--- config.mk ---
export PLATFORM = sky130hd
export DESIGN_NAME = instr_fetcher
export DESIGN_NICKNAME = d
export VERILOG_FILES = /design/src/rtl/instr_fetcher_pkg.sv /design/src/rtl/instr_fetcher.sv
export SDC_FILE = /design/constraint.sdc
export NUM_CORES = 1
export LEC_CHECK = 0
export BUFFER_PORTS_ARGS = -buffer_cell sky130_fd_sc_hd__buf_2
export CAP_MARGIN = 0
export CORE_ASPECT_RATIO = 0.9
export CORE_MARGIN = 2
export CORE_UTILIZATION = 47
export CTS_BUF_LIST = sky130_fd_sc_hd__clkbuf_16
export DETAILED_ROUTE_END_ITERATION = 12
export PLACE_DENSITY_LB_ADDON = 0.08
export SYNTH_ARGS = -nofsm -noshare
export SYNTH_HDL_FRONTEND = slang
export SYNTH_SLANG_ARGS = --single-unit
--- constraint.sdc ---
create_clock -name clk -period 4.7 [get_ports clk]
set_clock_uncertainty 0.2 [all_clocks]
set_input_delay 0.47 -clock clk [delete_from_list [all_inputs] [get_ports clk]]
set_output_delay 0.47 -clock clk [all_outputs]
set_load 0.01 [all_outputs]
--- src/rtl/instr_fetcher_pkg.sv ---
// Shared encodings for the instruction fetcher: control-unit states, fetch states, word width.
package instr_fetcher_pkg;

  localparam int INSTR_WIDTH = 16;

  typedef enum logic [3:0] {
    CU_RESET   = 4'd0,
    CU_FETCH   = 4'd1,
    CU_DECODE  = 4'd2,
    CU_REQUEST = 4'd3,
    CU_WAIT    = 4'd4,
    CU_EXECUTE = 4'd5,
    CU_UPDATE  = 4'd6,
    CU_DONE    = 4'd7
  } cu_state_e;

  typedef enum logic [1:0] {
    FS_IDLE     = 2'd0,
    FS_FETCHING = 2'd1,
    FS_FETCHED  = 2'd2,
    FS_ERROR    = 2'd3
  } fetch_state_e;

endpackage

--- src/rtl/instr_fetcher.sv ---
// Instruction fetcher: one program-memory read per control-unit FETCH phase, result held for decode.
// Optional FETCH_TIMEOUT_EN adds a wait counter that abandons a stalled read into ERROR.
module instr_fetcher
  import instr_fetcher_pkg::*;
#(
  parameter int PC_ADDR_WIDTH  = 8,
  parameter int INSTR_WIDTH    = 16,
  parameter int TIMEOUT_CYCLES = 64
) (
  input  logic                     clk,
  input  logic                     reset,
  input  logic [3:0]               cu_state,
  input  logic [PC_ADDR_WIDTH-1:0] next_pc,
  output logic                     mem_read_valid,
  output logic [PC_ADDR_WIDTH-2:0] mem_read_addr,
  input  logic                     mem_read_ready,
  input  logic [INSTR_WIDTH-1:0]   mem_read_data,
  output logic [INSTR_WIDTH-1:0]   instruction,
  output logic [1:0]               fetch_state,
  output logic                     fetch_done,
  output logic                     misaligned
);

  fetch_state_e state, state_nxt;
  logic         start_fetch;
  logic         complete_fetch;
  logic         timeout_hit;
  logic         in_fetch;

  assign in_fetch = (cu_state == CU_FETCH);

`ifdef FETCH_TIMEOUT_EN
  localparam logic [7:0] WAIT_LAST = 8'(TIMEOUT_CYCLES - 1);
  logic [7:0] wait_cnt;

  // Counts FETCHING cycles without ready; zeroed whenever a new request is launched.
  always_ff @(posedge clk) begin
    if (!reset) begin
      wait_cnt <= '0;
    end else if (start_fetch) begin
      wait_cnt <= '0;
    end else if (state == FS_FETCHING && !mem_read_ready) begin
      wait_cnt <= wait_cnt + 8'd1;
    end
  end

  assign timeout_hit = (state == FS_FETCHING) && !mem_read_ready && (wait_cnt == WAIT_LAST);
`else
  assign timeout_hit = 1'b0;
`endif

  always_comb begin
    state_nxt      = state;
    start_fetch    = 1'b0;
    complete_fetch = 1'b0;
    unique case (state)
      FS_IDLE: begin
        if (in_fetch) begin
          start_fetch = 1'b1;
          state_nxt   = FS_FETCHING;
        end
      end
      FS_FETCHING: begin
        // A request already on the bus always completes, even if the CU has moved on.
        if (mem_read_ready) begin
          complete_fetch = 1'b1;
          state_nxt      = FS_FETCHED;
        end else if (timeout_hit) begin
          state_nxt = FS_ERROR;
        end
      end
      FS_FETCHED: begin
        if (!in_fetch) state_nxt = FS_IDLE;
      end
      FS_ERROR: state_nxt = FS_ERROR;
      default:  state_nxt = FS_IDLE;
    endcase
  end

  // Stage p0: request launch, completion capture and sticky alignment flag
  always_ff @(posedge clk) begin
    if (!reset) begin
      state          <= FS_IDLE;
      mem_read_valid <= 1'b0;
      mem_read_addr  <= '0;
      instruction    <= '0;
      misaligned     <= 1'b0;
    end else begin
      state <= state_nxt;
      if (start_fetch) begin
        mem_read_addr  <= next_pc[PC_ADDR_WIDTH-1:1];
        mem_read_valid <= 1'b1;
        misaligned     <= misaligned | next_pc[0];
      end
      if (complete_fetch) begin
        instruction    <= mem_read_data;
        mem_read_valid <= 1'b0;
      end
      if (timeout_hit) mem_read_valid <= 1'b0;
    end
  end

  assign fetch_state = state;
  assign fetch_done  = (state == FS_FETCHED);

endmodule

==> results of run 1 <==
==> registers in the layout, summed over array words and instances (netlist names) <==
register,count
fetch_state,2
instruction,16
mem_read_addr,7
mem_read_valid,1
misaligned,1
==> critical path, stage by stage (launching register included) <==
cell	delay (ns)
dfxtp_1	0.41
inv_1	0.10
ha_1	0.21
buf_2	0.14
==> cells by family after synthesis <==
family	count (synthesis)	share of synthesized area
and+or+nand+nor	62	0.238
DFF	27	0.468
AOI/OAI and AO/OA	26	0.170
buffers and inverters	10	0.0520
adders and majority gates	5	0.0542
muxes	2	0.0173
==> synth_stat cells, types with 2 or more instances <==
cell      number  share of area
inv_1          2         0.0065
dfxtp_1       27           0.47
a21boi_0      15          0.098
clkbuf_2       2         0.0087
nor2_1         4          0.013
nand2_1       45           0.15
ha_1           5          0.054
nand3_1        7          0.030
clkbuf_1       2         0.0065
a21boi_1       7          0.046
mux2i_1        2          0.017
==> power by group through the flow <==
stage	clock, mW	combinational (mW)	sequential, mW
finish	0.195	0.107	0.254
floorplan	0	0.0632	0.267
global placement	0	0.104	0.259
detailed placement	0	0.108	0.259
global route	0.207	0.121	0.256
CTS	0.200	0.109	0.254
==> area by class of cell <==
class,instances,area share
Clock buffer,3,0.0497
Clock inverter,1,0.00497
Inverter,2,0.00497
Multi-Input combinational cell,95,0.367
Sequential cell,27,0.358
Tap cell,28,0.0232
Timing Repair Buffer,58,0.192
==> through the flow <==
step / setup slack [ns] / hold slack [ns]
global placement: 2.77 / 0.238
floorplan: 3.12 / 0.279
CTS: 2.91 / 0.247
global route: 2.77 / 0.245
finish: 2.91 / 0.249
detailed placement: 2.68 / 0.244
==> final timing paths <==
| path | endpoint | from | slack (ns) | cells past startpoint |
|---|---|---|---|---|
| worst max-delay path | fetch_done | fetch_state[0] | 2.91 | 3 |
| worst min-delay path | mem_read_addr[4] | mem_read_addr[4] | 0.25 | 2 |
| worst max register to register | instruction[11] | fetch_state[1] | 2.95 | 5 |
| worst min register to register | mem_read_addr[4] | mem_read_addr[4] | 0.25 | 2 |
==> routing by layer <==
layer | vias to the layer above | share of wire | wire length (um) | GRT usage
li1 | 536 | - | - | -
met1 | 448 | 0.44 | 1040 | 0.205
met2 | 34 | 0.48 | 1140 | 0.282
met3 | 5 | 0.061 | 145 | 0.0380
met4 | 0 | 0.018 | 43 | 0.0833
met5 | - | 0 | 0 | 0
==> out/qor.yml, run 1 <==
synth-edff-count: 0
fmax_mhz: 559
ys.flop_type: "dfxtp_1"
setup_viol: 0
grt_pass1_vias: 859
p_comb_frac: 0.192
grt_first_pass_wirelength_mm: 3.71
powerDensity_nw_per_um2: 368
clock_sinks: 27
dp_hpwl_mm: 1.71
cts_setup_buffers: 0
crit_type: "reg -> out"
io-pin-count: 59
synthesis.area_um2: 1150
slew_headroom: 0.594
status: "completed"
area_growth_pct: 30.8
core_area_um2: 2380
cts.path.max_buffers: 2
cts_resized: 0
pwr-share-clk: 0.350
p_switching_uw: 151
drc: 0
mostFrequentLayoutCells: "buf_2, nand2_1, dfxtp_1, a21boi_0"
p_total_uw: 556
die_area_um2: 2870
die_width_um: 56.3
synth_fp_nets: 168
period_needed_ns: 1.79
grt-ovfl-total: 0
final_antenna_net_count: 0
ys_seq_elements: 27
drv_cap: 0
vias: 1023
hold_buffers: 0
antenna_cells: 0
numCtsBuffers: 3
avgSynthCellArea_um2: 8.75
synth.yosys.seq_area_share: 0.468
port_buffers: 58
htreeDepth: 1
first_iter_violations: 19
layout.area.seq_um2: 541
fin_area_um2: 1510
dpl_cell_area_um2: 1430
final_cells: 214
hold_viol: 0
fin_crit_sh: 0.380
worstPathMaxFanout: 5
vdd.ir_drop.worst_mv: 0.225
dr.pass1.iters: 4
rsz0062_at_grt: "false"
drive_above_1_share: 0.349
wl_per_cell_um: 11.1
critPathCaptureType: "primary output"
place.gp.congestion: 0.758
power_frac_seq: 0.457
die_h_um: 51.0
track_usage: 0.168
arrival_ns: 1.12
multi_input_area_um2: 554
cts_tree: "built"
intPower_uw: 405
switching_share: 0.271
start_util: 0.485
final_max_slew_viol_count: 0
tns_ns: 0
worstSkewPairLatency_ns: 0.26
layout_commonest_cell: "buf_2"
path_clk_slew_ns: 0.06
worst_slew_pin_slew_ns: 0.606
drt-total-wl_mm: 2.37
synthCells: 132
grt_max_degree: 30
antenna_found_initial: 0
clockRootBuffer: "clkbuf_16"
rows: 17
vias_per_cell: 4.78
ys_warn_count: 0
required_ns: 4.03
ys_async_sr_fraction: 0
hold_class: "reg -> reg"
fin_nets: 223
netlist-cell-type-count: 25
cp-start-kind: "flip-flop"
fill_cells: 213
post-route-util: 0.634
dpl.cell_count: 210
leakage_nw: 0.700
No activity file was read; power rests on OpenSTA's default activity.
==> run 2, diff against run 1 <==
--- a/config.mk
+++ b/config.mk
@@ -9,7 +9,7 @@
 export CAP_MARGIN = 0
 export CORE_ASPECT_RATIO = 0.9
 export CORE_MARGIN = 2
-export CORE_UTILIZATION = 47
+export CORE_UTILIZATION = 44
 export CTS_BUF_LIST = sky130_fd_sc_hd__clkbuf_16
 export DETAILED_ROUTE_END_ITERATION = 12
 export PLACE_DENSITY_LB_ADDON = 0.08
==> constraint.sdc (replaced) <==
create_clock -name clk -period 1.7 [get_ports clk]
set_clock_uncertainty 0.2 [all_clocks]
set_input_delay 0.17 -clock clk [delete_from_list [all_inputs] [get_ports clk]]
set_output_delay 0.17 -clock clk [all_outputs]
set_load 0.01 [all_outputs]
==> out/qor.yml, run 2 (synthesis results as in run 1) <==
io-pin-count: 59  # unchanged
dp_hpwl_mm: 1.79  # +4.7%
max_stage_delay_ns: 0.36  # -0.05 ns
final_antenna_net_count: 0  # unchanged
grt_max_degree: 30  # unchanged
numCtsBuffers: 3  # unchanged
slew_headroom: 0.725  # +0.130
hold_class: "in -> reg"
worstSkewPairLatency_ns: 0.26  # about the same
leakage_nw: 0.820  # +17%
clockRootBuffer: "clkbuf_16"
vias: 1159  # +13%
status: "completed"
track_usage: 0.198  # +0.0294
drive_above_1_share: 0.329  # -0.0208
grt_pass1_vias: 1137  # +32%
worstRegToRegCells: 6  # +1
period_needed_ns: 1.53
r2r_slack_ns: 0.17  # -2.78 ns
post-route-util: 0.719  # +0.0851
antenna_cells: 0  # unchanged
grt_first_pass_wirelength_mm: 4.60  # +24%
worst_slew_pin_slew_ns: 0.413  # -0.193 ns
grt-ovfl-total: 0  # unchanged
holdPathStages: 3  # +1
drv_cap: 0  # unchanged
rr_endpoint: "fetch_state[0]"
largest_reg_flops: 16  # unchanged
final_cells: 241  # +13%
cts.path.max_buffers: 2  # unchanged
antenna_found_initial: 0  # unchanged
htreeDepth: 1  # unchanged
hold_viol: 0  # unchanged
dpl.cell_count: 213  # +1.4%
first_iter_violations: 51  # +32
rsz0062_at_grt: "false"
fill_cells: 202  # -5.2%
path_cells: "inv_1 > ha_1 > and2b_1 > nor3_1 > a21oi_2 > mux2i_1"
cts_setup_buffers: 0  # unchanged
core_area_um2: 2470  # +3.6%
clock_sinks: 27  # unchanged
mostFrequentLayoutCells: "buf_2, nand2_1, dfxtp_1, dlygate4sd3_1, a21boi_0"
drt-total-wl_mm: 2.74  # +16%
cts_tree: "built"
worstPathMaxFanout: 5  # unchanged
path_delay_family: "flip-flops"
final_max_slew_viol_count: 0  # unchanged
fin_crit_sh: 0.898
rows: 17  # unchanged
arrival_ns: 1.47  # +0.35 ns
area_growth_pct: 53.6
critPathCaptureType: "flip-flop"
fmax_mhz: 655
dr.pass1.iters: 4  # unchanged
powerDensity_nw_per_um2: 896  # +140%
die_area_um2: 3050  # +6.3%
die_h_um: 52.6  # +3.1%
hold_end: "mem_read_valid"
port_buffers: 58  # unchanged
regMostFlops: "instruction"
cp-start-kind: "flip-flop"
wl_per_cell_um: 11.4  # +2.7%
setup_viol: 0  # unchanged
crit_type: "reg -> reg"
timing.rr.start: "fetch_state[1]"
slowest_stage: "dfxtp_2"
fin_nets: 250  # +12%
die_width_um: 58  # +3.1%
start_util: 0.468  # -0.0167
crit_buf_inv: 1  # -1
holdCritStartpoint: "reset"
place.gp.congestion: 0.750  # -1.1%
vdd.ir_drop.worst_mv: 0.826  # +270%
path_clk_slew_ns: 0.06  # about the same
required_ns: 1.65  # -2.38 ns
vias_per_cell: 4.81  # +0.60%
layout_commonest_cell: "buf_2"
drc: 0  # unchanged
[run 2: power breakdown]
group          switching [mW]  internal (mW)  total (mW)  leakage [nW]
Combinational           0.186          0.175       0.361         0.560
Sequential             0.0270          0.677       0.704         0.219
Clock                   0.208          0.317       0.525        0.0409
[run 2: stage by stage]
step,power [mW],TNS [ns],hold WS [ns],cell area [um2],setup WS [ns]
global route,1.69,0,0.153,1770,0.00281
CTS,1.61,0,0.141,1770,0.120
finish,1.59,0,0.138,1770,0.174
floorplan,0.913,0,0.115,1150,0.122
detailed placement,1.03,-0.0555,0.229,1450,-0.0166
global placement,1.02,0,0.221,1450,0.0858
[run 2: timing repair]
action | CTS | global route
setup endpoints to repair | 16 | 2
hold buffers | 24 | 0
endpoints found under the hold margin | 24 | 0
pin swaps | 0 | 0
gates resized for setup | 1 | 2
[run 2: layout make-up]
type                       instances  area, um2  area share
multi-input combinational         95        557       0.314
timing repair buffer              85        553       0.312
sequential                        27        542       0.305
clock buffer                       3       75.1      0.0423
tap                               28       35.0      0.0197
inverter                           2       7.51     0.00423
clock inverter                     1       5.00     0.00282
[run 2: how the worst max path moves through the flow]
stage / start / to / slack (ns) / cells after the start
floorplan: fetch_state[1] / instruction[10] / 0.12 / 7
global placement: fetch_state[1] / instruction[12] / 0.09 / 5
detailed placement: fetch_state[1] / instruction[0] / -0.02 / 5
CTS: fetch_state[1] / fetch_state[0] / 0.12 / 6
global route: fetch_state[1] / fetch_state[0] / 0.003 / 6
finish: fetch_state[1] / fetch_state[0] / 0.17 / 6
[run 2: routing by layer]
metal	wire length [um]	global-route usage	up-vias
met3	170	0.0568	4
met5	0	0	-
met1	1160	0.192	527
li1	-	-	590
met4	24	0.0775	0
met2	1380	0.390	38
[run 2: tightest hold or removal path: cells and delay by family]
family | cells | cell delay [ns]
simple gates | 2 | 0.14
buf+inv | 1 | 0.24
